## src/rtl/hungry_pkg.sv

```systemverilog
// Shared definitions for the hungry_core game path: FSM state encoding,
// BCD helper constants, prescaler sizing and the per-round time helper.
package hungry_pkg;

    // Game controller state encoding (3-bit, IDLE must stay 0)
    localparam logic [2:0] ST_IDLE      = 3'd0;
    localparam logic [2:0] ST_LOAD      = 3'd1;
    localparam logic [2:0] ST_RUN       = 3'd2;
    localparam logic [2:0] ST_PAUSE     = 3'd3;
    localparam logic [2:0] ST_ROUND_END = 3'd4;
    localparam logic [2:0] ST_WIN       = 3'd5;
    localparam logic [2:0] ST_LOSE      = 3'd6;

    // BCD digit helpers
    localparam logic [3:0] BCD_ZERO = 4'h0;
    localparam logic [3:0] BCD_ONE  = 4'h1;
    localparam logic [3:0] BCD_NINE = 4'h9;

    // 50 MHz board clock divided down to one countdown second
    localparam int DEFAULT_TICK_DIV = 50000000;
    localparam int PRESCALE_W       = 26;

    // Tens digit for a given round: start value minus one step per completed
    // round, never below the floor. A drop larger than the start value would
    // wrap in 4 bits, so that case clamps to the floor as well.
    function automatic logic [3:0] round_tens(input logic [3:0] round,
                                              input logic [3:0] start_tens,
                                              input logic [3:0] step_tens,
                                              input logic [3:0] min_tens);
        logic [7:0] drop;
        drop = ({4'h0, round} - 8'd1) * {4'h0, step_tens};
        if (drop > {4'h0, start_tens})
            return min_tens;
        else if (({4'h0, start_tens} - drop) < {4'h0, min_tens})
            return min_tens;
        else
            return start_tens - drop[3:0];
    endfunction

endpackage

```

## src/rtl/tick_prescaler.sv

```systemverilog
// Countdown-second prescaler: counts enabled cycles 0..DIV-1 and flags the
// last one. Holds its value while disabled, clears on clr.
module tick_prescaler
    import hungry_pkg::*;
#(
    parameter int DIV = DEFAULT_TICK_DIV
) (
    input  logic clk,
    input  logic reset,
    input  logic clr,
    input  logic en,
    output logic tick
);

    localparam logic [PRESCALE_W-1:0] LAST = PRESCALE_W'(DIV - 1);

    logic [PRESCALE_W-1:0] count;

    // Advance the counter while enabled, wrapping after the last cycle
    always_ff @(posedge clk) begin
        if (reset)
            count <= '0;
        else if (clr)
            count <= '0;
        else if (en) begin
            if (count == LAST)
                count <= '0;
            else
                count <= count + 1'b1;
        end
    end

    assign tick = en && (count == LAST);

endmodule

```

## src/rtl/round_timer_ctrl.sv

```systemverilog
// Round controller for the hungry_core countdown display path. Loads the
// per-round start time, paces the 1 Hz decrement and decides win/lose.
// Optional feature macro: ROUND_TIMER_PAUSE_EN (adds the PAUSE state).
module round_timer_ctrl
    import hungry_pkg::*;
#(
    parameter int TICK_DIV    = DEFAULT_TICK_DIV,
    parameter int ROUND0_TENS = 6,
    parameter int STEP_TENS   = 1,
    parameter int MIN_TENS    = 2,
    parameter int MAX_ROUND   = 9
) (
    input  logic       clk,
    input  logic       reset,
    input  logic       start,
    input  logic       pause,
    input  logic       goal_met,
    input  logic       cd_zero,
    output logic       cd_load,
    output logic [7:0] cd_load_val,
    output logic       cd_tick,
    output logic [3:0] round_bcd,
    output logic       running,
    output logic       paused,
    output logic       win,
    output logic       game_over
);

    localparam logic [3:0] R0_TENS   = 4'(ROUND0_TENS);
    localparam logic [3:0] S_TENS    = 4'(STEP_TENS);
    localparam logic [3:0] M_TENS    = 4'(MIN_TENS);
    localparam logic [3:0] LAST_RND  = 4'(MAX_ROUND);

    logic [2:0] state;
    logic [2:0] next_state;
    logic [3:0] round_q;
    logic [3:0] next_round;
    logic [7:0] load_val_q;
    logic       pre_tick;

`ifndef ROUND_TIMER_PAUSE_EN
    logic unused_pause;
    assign unused_pause = pause;
`endif

    // Next-state and next-round decision for the game sequence
    always_comb begin
        next_state = state;
        next_round = round_q;
        case (state)
            ST_IDLE, ST_WIN, ST_LOSE: begin
                if (start) begin
                    next_state = ST_LOAD;
                    next_round = BCD_ONE;
                end
            end
            ST_LOAD: begin
                next_state = ST_RUN;
            end
            ST_RUN: begin
                if (cd_zero)
                    next_state = ST_ROUND_END;
`ifdef ROUND_TIMER_PAUSE_EN
                else if (pause)
                    next_state = ST_PAUSE;
`endif
            end
`ifdef ROUND_TIMER_PAUSE_EN
            ST_PAUSE: begin
                if (pause)
                    next_state = ST_RUN;
            end
`endif
            ST_ROUND_END: begin
                if (!goal_met)
                    next_state = ST_LOSE;
                else if (round_q == LAST_RND)
                    next_state = ST_WIN;
                else begin
                    next_round = round_q + 4'd1;
                    next_state = ST_LOAD;
                end
            end
            default: begin
                next_state = ST_IDLE;
            end
        endcase
    end

    // State, round number and load value registers; the load value is
    // computed on the way into LOAD so it is stable for the whole strobe
    always_ff @(posedge clk) begin
        if (reset) begin
            state      <= ST_IDLE;
            round_q    <= BCD_ZERO;
            load_val_q <= 8'h00;
        end else begin
            state   <= next_state;
            round_q <= next_round;
            if (next_state == ST_LOAD)
                load_val_q <= {round_tens(next_round, R0_TENS, S_TENS, M_TENS), 4'h0};
        end
    end

    tick_prescaler #(
        .DIV (TICK_DIV)
    ) u_prescaler (
        .clk   (clk),
        .reset (reset),
        .clr   (state == ST_LOAD),
        .en    (state == ST_RUN),
        .tick  (pre_tick)
    );

    // The zero flag suppresses the tick so the datapath never decrements
    // below 00 in the cycle the round is being closed.
    assign cd_tick     = pre_tick && !cd_zero;
    assign cd_load     = (state == ST_LOAD);
    assign cd_load_val = load_val_q;
    assign round_bcd   = round_q;
    assign running     = (state == ST_RUN);
    assign win         = (state == ST_WIN);
    assign game_over   = (state == ST_LOSE);
`ifdef ROUND_TIMER_PAUSE_EN
    assign paused      = (state == ST_PAUSE);
`else
    assign paused      = 1'b0;
`endif

endmodule

```

## config.mk

```make
export PLATFORM = sky130hd
export DESIGN_NAME = round_timer_ctrl
export DESIGN_NICKNAME = d
export VERILOG_FILES = /design/src/rtl/hungry_pkg.sv /design/src/rtl/tick_prescaler.sv /design/src/rtl/round_timer_ctrl.sv
export SDC_FILE = /design/constraint.sdc
export NUM_CORES = 1
export LEC_CHECK = 0
export ABC_AREA = 1
export BUFFER_PORTS_ARGS = -buffer_cell sky130_fd_sc_hd__buf_2
export CORE_MARGIN = 2
export CORE_UTILIZATION = 60
export CTS_BUF_LIST = sky130_fd_sc_hd__clkbuf_4 sky130_fd_sc_hd__clkbuf_8
export DETAILED_ROUTE_END_ITERATION = 8
export PLACE_DENSITY = 0.86
export SKIP_LAST_GASP = 1
export SLEW_MARGIN = 20
export SYNTH_ARGS = -nofsm -noshare
export SYNTH_HDL_FRONTEND = slang
export SYNTH_SLANG_ARGS = --single-unit
```

## constraint.sdc

```tcl
create_clock -name clk -period 3.03 [get_ports clk]
set_input_delay 0.303 -clock clk [delete_from_list [all_inputs] [get_ports clk]]
set_output_delay 0.303 -clock clk [all_outputs]
set_load 0.05 [all_outputs]
```

After elaboration in Yosys (flattened, before gate mapping):

Index checks and enable logic that the tools add are counted.

* bits in registers: 37
* memories kept: 0
* word-level logic and storage cells: 37
* ROM bits: 0
* output and inout port bits: 18
* memory bits (writable): 0
* input port bits: 6
* latch bits: 0

* equal/unequal tests: 8
* add/subtract/negate cells: 5
* reductions and logical operators: 6
* multiply operators: 0
* shifts and indexed selects: 0
* multiplexer cells: 12
* divide/modulo/power cells: 0
* magnitude comparators: 2
* bitwise logic cells: 0

Operators with widths (number)
* 26-bit by 1-bit adder with 26-bit output, second input constant: 1
* 26-bit equality test, second input constant: 1
* 26-bit two-way mux: 1
* 4-bit two-way mux: 5
* 3-bit two-way mux: 4
* 3-bit one-hot mux with 4 select lines: 1
* 3-bit equality test, second input constant: 3
* 8-bit by 3-bit greater-than comparator with 1-bit output, second input constant: 1
* 8-bit by 2-bit < comparator with 1-bit output, second input constant: 1
* 4-bit one-hot mux with 2 select lines: 1
* 3-bit by 1-bit equality test with 1-bit output, second input constant: 2
* 4-bit by 5-bit subtractor with 6-bit output, first input constant: 1
* 4-bit by 1-bit subtractor with 5-bit output, second input constant: 1
* 4-bit by 1-bit adder with 4-bit output, second input constant: 1
* 4-bit equality test, second input constant: 1
* 3-bit by 4-bit subtractor with 4-bit output, first input constant: 1
* 3-bit by 2-bit equality test with 1-bit output, second input constant: 1
* 3-bit logical NOT: 1
* 3-bit OR reduction: 1
* 1-bit logical AND: 2
* 2-bit OR reduction: 1
* 1-bit logical NOT: 1

Logic depth before layout (Yosys ltp):

Gate-level depths: netlist of the first run.

* depth in word-level cells: 9
* mapped depth: 17
* depth with buffers taken out: 17

Cells and area by module:

A second synthesis of the first run with hierarchy kept.

* cells, all modules: 362
* area, all modules: 2428.6 um2

By module, submodules not included
* tick_prescaler: cells each 230, area an instance 1515.2 um2, seq. area each 520.5 um2, times used 1
* round_timer_ctrl: cells each 132, area an instance 913.4 um2, seq. area each 220.2 um2, times used 1

Worst setup path after synthesis of the first run:

OpenSTA, ideal clock, no wires.

* path kind: reg2reg
* start point: register state[0]
* end point: register u_prescaler.count[9]
* library setup time: 0.125 ns
* period minus slack after synthesis: 2.568 ns
* cell stages (with the launch flop): 11
* arrival time: 2.442 ns
* required time: 2.905 ns
* slack: 0.462 ns
* path buffers: 1
* path through: dfxtp_1 -> inv_2 -> nor3_1 -> inv_1 -> nand2_1 -> inv_1 -> nand2_2 -> inv_2 -> buf_2 -> o21ai_0 -> a21oi_1

* word-level cells in the longest chain between the ends: 2
* elaborated cells on any way between the ends: 3
* those cells by class: eq/ne: 2; reduce/logical: 1

Ends and longest elaborated chain
* start: declaration: RTL line round_timer_ctrl.sv:34 `logic [2:0] state;`
* start signal: assignment: RTL line round_timer_ctrl.sv:98 `state <= next_state;`
* 3-bit by 1-bit equality test with 1-bit output
* via cd_load: RTL line round_timer_ctrl.sv:19 `output logic cd_load,`
* 2-bit OR reduction (no source line)
* end signal: assignment: RTL line tick_prescaler.sv:29 `count <= count + 1'b1;`
* end: declaration: RTL line tick_prescaler.sv:17 `logic [PRESCALE_W-1:0] count;`

The timed path passes the listed nets, and every way through them passes these cells.
A chain may end at the register's enable or synchronous reset.

Worst setup path after layout of the first run:

* start point: register round_q[1] (netlist: round_bcd[1])
* end point: register load_val_q[4] (netlist: cd_load_val[4])

* word-level cells in the longest chain between the ends: 9
* elaborated cells on any way between the ends: 17
* those cells by class: add/sub: 4; order compare: 2; eq/ne: 2; mux: 9

Ends and longest elaborated chain
* start: declaration: RTL line round_timer_ctrl.sv:36 `logic [3:0] round_q;`
* start signal: assignment: RTL line round_timer_ctrl.sv:99 `round_q <= next_round;`
* 4-bit by 1-bit adder with 4-bit output or 4-bit equality test (tied branches): RTL line round_timer_ctrl.sv:80, round_timer_ctrl.sv:77
* 4-bit two-way mux: RTL line round_timer_ctrl.sv:77 `else if (round_q == LAST_RND)`
* 4-bit two-way mux: RTL line round_timer_ctrl.sv:75 `if (!goal_met)`
* 4-bit one-hot mux with 2 select lines: RTL line round_timer_ctrl.sv:50 `case (state)`
* 4-bit by 1-bit subtractor with 5-bit output: RTL line hungry_pkg.sv:31 `drop = ({4'h0, round} - 8'd1) * {4'h0, step_tens};`
* 4-bit by 5-bit subtractor with 6-bit output: RTL line hungry_pkg.sv:34 `else if (({4'h0, start_tens} - drop) < {4'h0, min_tens})`
* 8-bit by 2-bit < comparator with 1-bit output: RTL line hungry_pkg.sv:34
* 4-bit two-way mux: RTL line hungry_pkg.sv:34
* 4-bit two-way mux: RTL line hungry_pkg.sv:32 `if (drop > {4'h0, start_tens})`
* end signal: assignment: RTL line round_timer_ctrl.sv:101 `load_val_q <= {round_tens(next_round, R0_TENS, S_TENS, M_TENS), 4'h0};`
* end: declaration: RTL line round_timer_ctrl.sv:38 `logic [7:0] load_val_q;`

Several ways; a longest one is shown, not always the timed one.

==> results.cfg, run 1 <==
[status]
status = finished, final reports clean

[cts]
clk_pin_slew_worst_paths_ns = 0.07
clockRootBuffer = clkbuf_8
post_cts_resized = 0
hold_buffers = 0
clock_latency_ns = 0.30
cts_setup_buffers = 0
cts_tree = done
cts.sinks = 37
cts_inserted_buffers = 5
cts_buffer_depth = 2
htreeDepth = 2

[global_route]
grt_usage = 0.256
grt_pass1_vias = 2146
grt_start_max_net_pins = 13
antenna_found_initial = 0
grt_overflow = 0
grt_pass1_wl_mm = 9.03

[setup_path]
slowest_delay_ns = 0.41
slowest_stage = dfxtp_1
end_kind = register
path_cells = inv_1, ha_1, nand3_1, nand2_1, nand2_1, nand3_1, inv_1, nor2_4, ha_1, a21oi_1, nand2_1, nand3_1, nand2_1, nand3_2, a21oi_2
required_ns = 3.22
cp_num_buf_inv = 2
worstPathMaxFanout = 5
start_kind = register
crit_top_cell = nand2_1
arrival_ns = 2.48
critPathTopFamily = simple AND/OR/NAND/NOR gates
critical_path_class = register to register

[sta]
finalCriticalPeriod_ns = 2.29
skew_ns = 0.00876
maxSlewHeadroom = 0.639
tns_ns = 0
finalCritPeriodShare = 0.757
grt_setup_unrepaired = no
slew_viol_final = 0
worst_pin_slew_ns = 0.537
fmax_ghz = 0.436
hold_violations = 0
finalSetupViolCount = 0

[layout]
layout_commonest_cell = nand2_1
final_area_um2 = 2690
nets = 400
num-fill-cells = 347
diodes = 0
drive_above_1_share = 0.190
area_delta_synth_final_pct = 8.70
final_cells = 440
seqCellArea_um2 = 741
final_cell_mix = 81 x nand2_1, 47 x inv_1, 37 x dfxtp_1
multi_input_area_um2 = 1470

[power_and_ir_drop]
p_leak_nw = 1.13
power_density_nw_per_um2 = 462
ir_drop_uv = 251

[yosys]
avgSynthCellArea_um2 = 6.67
synth_area_leader_cell = dfxtp_1
synthesis.area_um2 = 2470
synth_cells = 371
yosysSeqAreaShare = 0.299
yosysWarnings = 0
synth-edff-count = 0
synth_cell_types = 35
synthFlopType = dfxtp_1
netlist_top_cells_area = dfxtp_1 30%, nand2_1 12%, inv_1 7.1%
async_flop_share = 0
synth_top_area_share = 0.299
ys_seq_elements = 37

[place]
gp_congestion = 0.883
place_hpwl_mm = 4.20
placed_area_um2 = 2570
dp_cells = 432
port_buffers = 17

[floorplan]
io_pins = 24
row_count = 23
die_x_um = 68.2
initial_utilization = 0.623
die-area_um2 = 4650
die-height_um = 68.2
core_area_um2 = 3970

[routing]
wl_per_cell_um = 12.4
drc = 0
ant_nets = 0
drt-total-wl_mm = 5.47
via_count = 2436
drtIter0Drc = 161
firstDrtPassIters = 5
avgViaCountPerCell = 5.54

[job]
cap_violations = 0

[min_path]
hp-class = primary input to register
## power by group
part           switching, W  internal [W]
sequential        0.0000162      0.000500
clock              0.000179      0.000277
combinational      0.000196     0.0000735
total              0.000391      0.000851
## registers in the layout (all words and copies together) (netlist names)
| name | count |
|---|---|
| u_prescaler.count | 26 |
| cd_load_val | 4 |
| round_bcd | 4 |
| state | 3 |
## per-stage QoR
step / setup slack [ns] / util / power, W / hold slack (ns)
finish: 0.736 / 0.677 / 0.00124 / 0.278
global route: 0.516 / 0.677 / 0.00129 / 0.284
CTS: 0.741 / 0.677 / 0.00125 / 0.268
detailed placement: 0.762 / 0.647 / 0.000793 / 0.463
global placement: 0.779 / 0.647 / 0.000788 / 0.450
floorplan: 0.462 / - / 0.000755 / 0.455
## layout make-up
| class | instances | area share |
|---|---|---|
| inverters | 55 | 0.0777 |
| repair buffers | 17 | 0.0316 |
| well taps | 50 | 0.0233 |
| clock inverters | 1 | 0.0112 |
| clock buffers | 7 | 0.0335 |
| flip-flops and latches | 37 | 0.275 |
| multi-input cells | 273 | 0.547 |
## layer usage
| metal | vias up | track usage | routed length, µm |
|---|---|---|---|
| met5 | - | 0 | 0 |
| met2 | 87 | 0.410 | 2530 |
| li1 | 1234 | - | - |
| met4 | 0 | 0.113 | 94 |
| met3 | 10 | 0.0625 | 323 |
| met1 | 1105 | 0.326 | 2530 |
## cell usage after synthesis, types with 2 or more instances
library cell and instances:
nor4_1 8, a21oi_1 23, o21ai_1 5, buf_2 3, o21ai_0 8, or2_2 3, o21a_1 4, nand4_1 9
nor3_1 12, nand2_1 81, buf_4 5, dfxtp_1 37, nor2_2 8, ha_1 5, nand2_4 2, nand3_1 28
nor2_1 36, a21oi_2 2, nor2_4 9, inv_2 7, nand3_2 7, xor2_1 3, inv_1 47, nand2_2 8
## path summary, 6_finish.rpt
path | from | end | slack, ns | cells past startpoint
worst max register to register | round_bcd[1]$_SDFF_PP0_ | cd_load_val[4]$_SDFFE_PP0N_ | 0.74 | 15
worst max-delay path | round_bcd[1]$_SDFF_PP0_ | cd_load_val[4]$_SDFFE_PP0N_ | 0.74 | 15
worst min-delay path | reset | cd_load_val[4]$_SDFFE_PP0N_ | 0.28 | 2
worst min register to register | cd_load_val[6]$_SDFFE_PP0N_ | cd_load_val[6]$_SDFFE_PP0N_ | 0.48 | 2
## cell families after synthesis
family | count (synthesis) | synth area share
xor gates and xnor gates | 3 | 0.0106
and+or+nand+nor | 214 | 0.440
adders and majority gates | 5 | 0.0253
DFF | 37 | 0.299
buffers and inverters | 65 | 0.112
other | 1 | 0.00152
AOI/OAI and AO/OA | 46 | 0.111
No activity file was read; power rests on OpenSTA's default activity.
==> run 2, diff against run 1 <==
--- a/config.mk
+++ b/config.mk
@@ -8,10 +8,10 @@
 export ABC_AREA = 1
 export BUFFER_PORTS_ARGS = -buffer_cell sky130_fd_sc_hd__buf_2
 export CORE_MARGIN = 2
-export CORE_UTILIZATION = 60
+export CORE_UTILIZATION = 55
 export CTS_BUF_LIST = sky130_fd_sc_hd__clkbuf_4 sky130_fd_sc_hd__clkbuf_8
 export DETAILED_ROUTE_END_ITERATION = 8
-export PLACE_DENSITY = 0.86
+export PLACE_DENSITY = 0.83
 export SKIP_LAST_GASP = 1
 export SLEW_MARGIN = 20
 export SYNTH_ARGS = -nofsm -noshare
==> constraint.sdc (replaced) <==
create_clock -name clk -period 1.93 [get_ports clk]
set_input_delay 0.193 -clock clk [delete_from_list [all_inputs] [get_ports clk]]
set_output_delay 0.193 -clock clk [all_outputs]
set_load 0.05 [all_outputs]
==> run 2 against run 1 <==
  * The run now ends with setup timing left
  * Highest routed layer unchanged
  * Critical path depth is the same
  * First-iteration DRC count is 43% higher
  * Non-clock buffer count up 38
  * Power rose by 74%
  * Clock-buffer cell count unchanged
  * Final cell count increased by 9.1%
  * Sequential power rose by 57%
  * Critical endpoint is now cd_load_val[7]$_SDFFE_PP0N_
==> results.cfg, run 2 (synthesis gave the netlist of run 1 again) <==
[global_route]
grt_overflow = 0
gr-max-usage-layer = met2
grt_start_max_net_pins = 13
grt_pass1_wl_mm = 10.6
use_met2 = 0.434
grt_util_met3 = 0.0513
grt_usage = 0.261
grt_pass1_vias = 2425
antenna_found_initial = 0
use_met1 = 0.334

[setup_path]
critical_path_class = register to register
end_kind = register
required_ns = 2.17
worstPathMaxFanout = 5
arrival_ns = 2.26
start_kind = register

[floorplan]
die-height_um = 71.1
core_area_um2 = 4350
die_x_um = 71.1
io_pins = 24
initial_utilization = 0.568
row_count = 24
die-area_um2 = 5050

[routing]
drtIter0Drc = 230
drt-total-wl_mm = 6.51
firstDrtPassIters = 6
wl_per_cell_um = 13.6
ant_nets = 0
drc = 0
via_count = 2650
avgViaCountPerCell = 5.52

[layout]
final_cell_mix = 74 x nand2_1, 44 x inv_1, 38 x buf_4
diodes = 0
nets = 438
area_delta_synth_final_pct = 29.2
drive_above_1_share = 0.364
final_cells = 480
regMostFlops = u_prescaler.count
layout_commonest_cell = nand2_1
largest_reg_flops = 26
final_area_um2 = 3200

[cts]
clockRootBuffer = clkbuf_8
cts_buffer_depth = 2
clk_pin_slew_worst_paths_ns = 0.08
cts_inserted_buffers = 5
clock_latency_ns = 0.30
cts.sinks = 37
cts_tree = done
htreeDepth = 2
hold_buffers = 0

[power_and_ir_drop]
power_frac_comb = 0.285
p_sw_w = 0.000702
p_leak_nw = 1.36
p_seq_frac = 0.375
p_sw_frac = 0.324
p_int_w = 0.00146
power.share.clock = 0.341
ir_drop_uv = 497
power_density_nw_per_um2 = 677

[sta]
holdWs_ns = 0.172
timing.final.ws_setup_ns = -0.0922
grt_setup_unrepaired = yes
finalCritPeriodShare = 1.05
finalCriticalPeriod_ns = 2.02
finalSetupViolCount = 4
slew_viol_final = 0
skew_ns = 0.00611
hold_violations = 0
fmax_ghz = 0.495

[status]
violations = setup timing
status = complete, but fails checks

[min_path]
hp-class = primary input to register

[place]
placed_area_um2 = 2850
dp_cells = 461
place_hpwl_mm = 4.59
place_ws_ns = -0.0813
port_buffers = 17
gp_congestion = 0.869

[job]
cap_violations = 0
-- run 2: cell count changes in the layout (fill, tap and decap cells not counted), sizes merged --
cell and delta:
buf +38
-- run 2: stage by stage --
stage               power, W   util  setup TNS, ns
floorplan            0.00121      -         -0.112
global placement     0.00136  0.654              0
detailed placement   0.00137  0.654         -0.219
CTS                  0.00212  0.696        -0.0345
global route         0.00224  0.734         -0.980
finish               0.00217  0.734         -0.301
-- run 2: cell type report --
class,instances,area [µm²]
Sequential cell,37,757
Fill cell,302,1160
Inverter,55,211
Timing Repair Buffer,55,377
Multi-Input combinational cell,273,1670
Clock buffer,7,90.1
Clock inverter,1,30.0
Tap cell,52,65.1
-- run 2: power by group through the flow --
stage / logic [W] / clock network, W / registers [W]
2_1_floorplan: 0.000340 / 0 / 0.000872
3_3_place_gp: 0.000533 / 0 / 0.000824
3_5_place_dp: 0.000545 / 0 / 0.000825
4_1_cts: 0.000570 / 0.000742 / 0.000811
5_1_grt: 0.000664 / 0.000767 / 0.000814
6_report: 0.000617 / 0.000738 / 0.000811
-- run 2: path summary, 6_finish.rpt --
kind,cells after the start,startpoint,slack (ns),to
worst min-delay path,2,reset,0.17,cd_load_val[4]$_SDFFE_PP0N_
worst min register to register,2,cd_load_val[6]$_SDFFE_PP0N_,0.46,cd_load_val[6]$_SDFFE_PP0N_
worst max register to register,15,round_bcd[1]$_SDFF_PP0_,-0.09,cd_load_val[7]$_SDFFE_PP0N_
worst max-delay path,15,round_bcd[1]$_SDFF_PP0_,-0.09,cd_load_val[7]$_SDFFE_PP0N_
-- run 2: per-layer routing --
layer  vias to the layer above  share of wire
met5                         -              0
met4                         0          0.024
met3                        18          0.051
met2                       101           0.50
met1                      1228           0.42
li1                       1303              -
-- run 2: repair_timing --
action                                  4_1_cts  5_1_grt
gates resized for setup                      11       30
buffers inserted                              4        7
hold endpoints to repair                      0        0
endpoints found under the setup margin        6       18
pin swaps                                     7       20
-- run 2: critical path: stages, from the launching register on --
cell and delay [ns]:
dfxtp_4 0.36, inv_4 0.04, ha_4 0.15, nand2_2 0.06, nor2_2 0.04, nor2_1 0.12, nor2_1 0.09, nand2_2 0.11
nand2_4 0.09, ha_4 0.30, nor2_2 0.05, nand3_1 0.09, nand3_2 0.10, nor2_4 0.15, nand3_2 0.09, a21oi_2 0.12
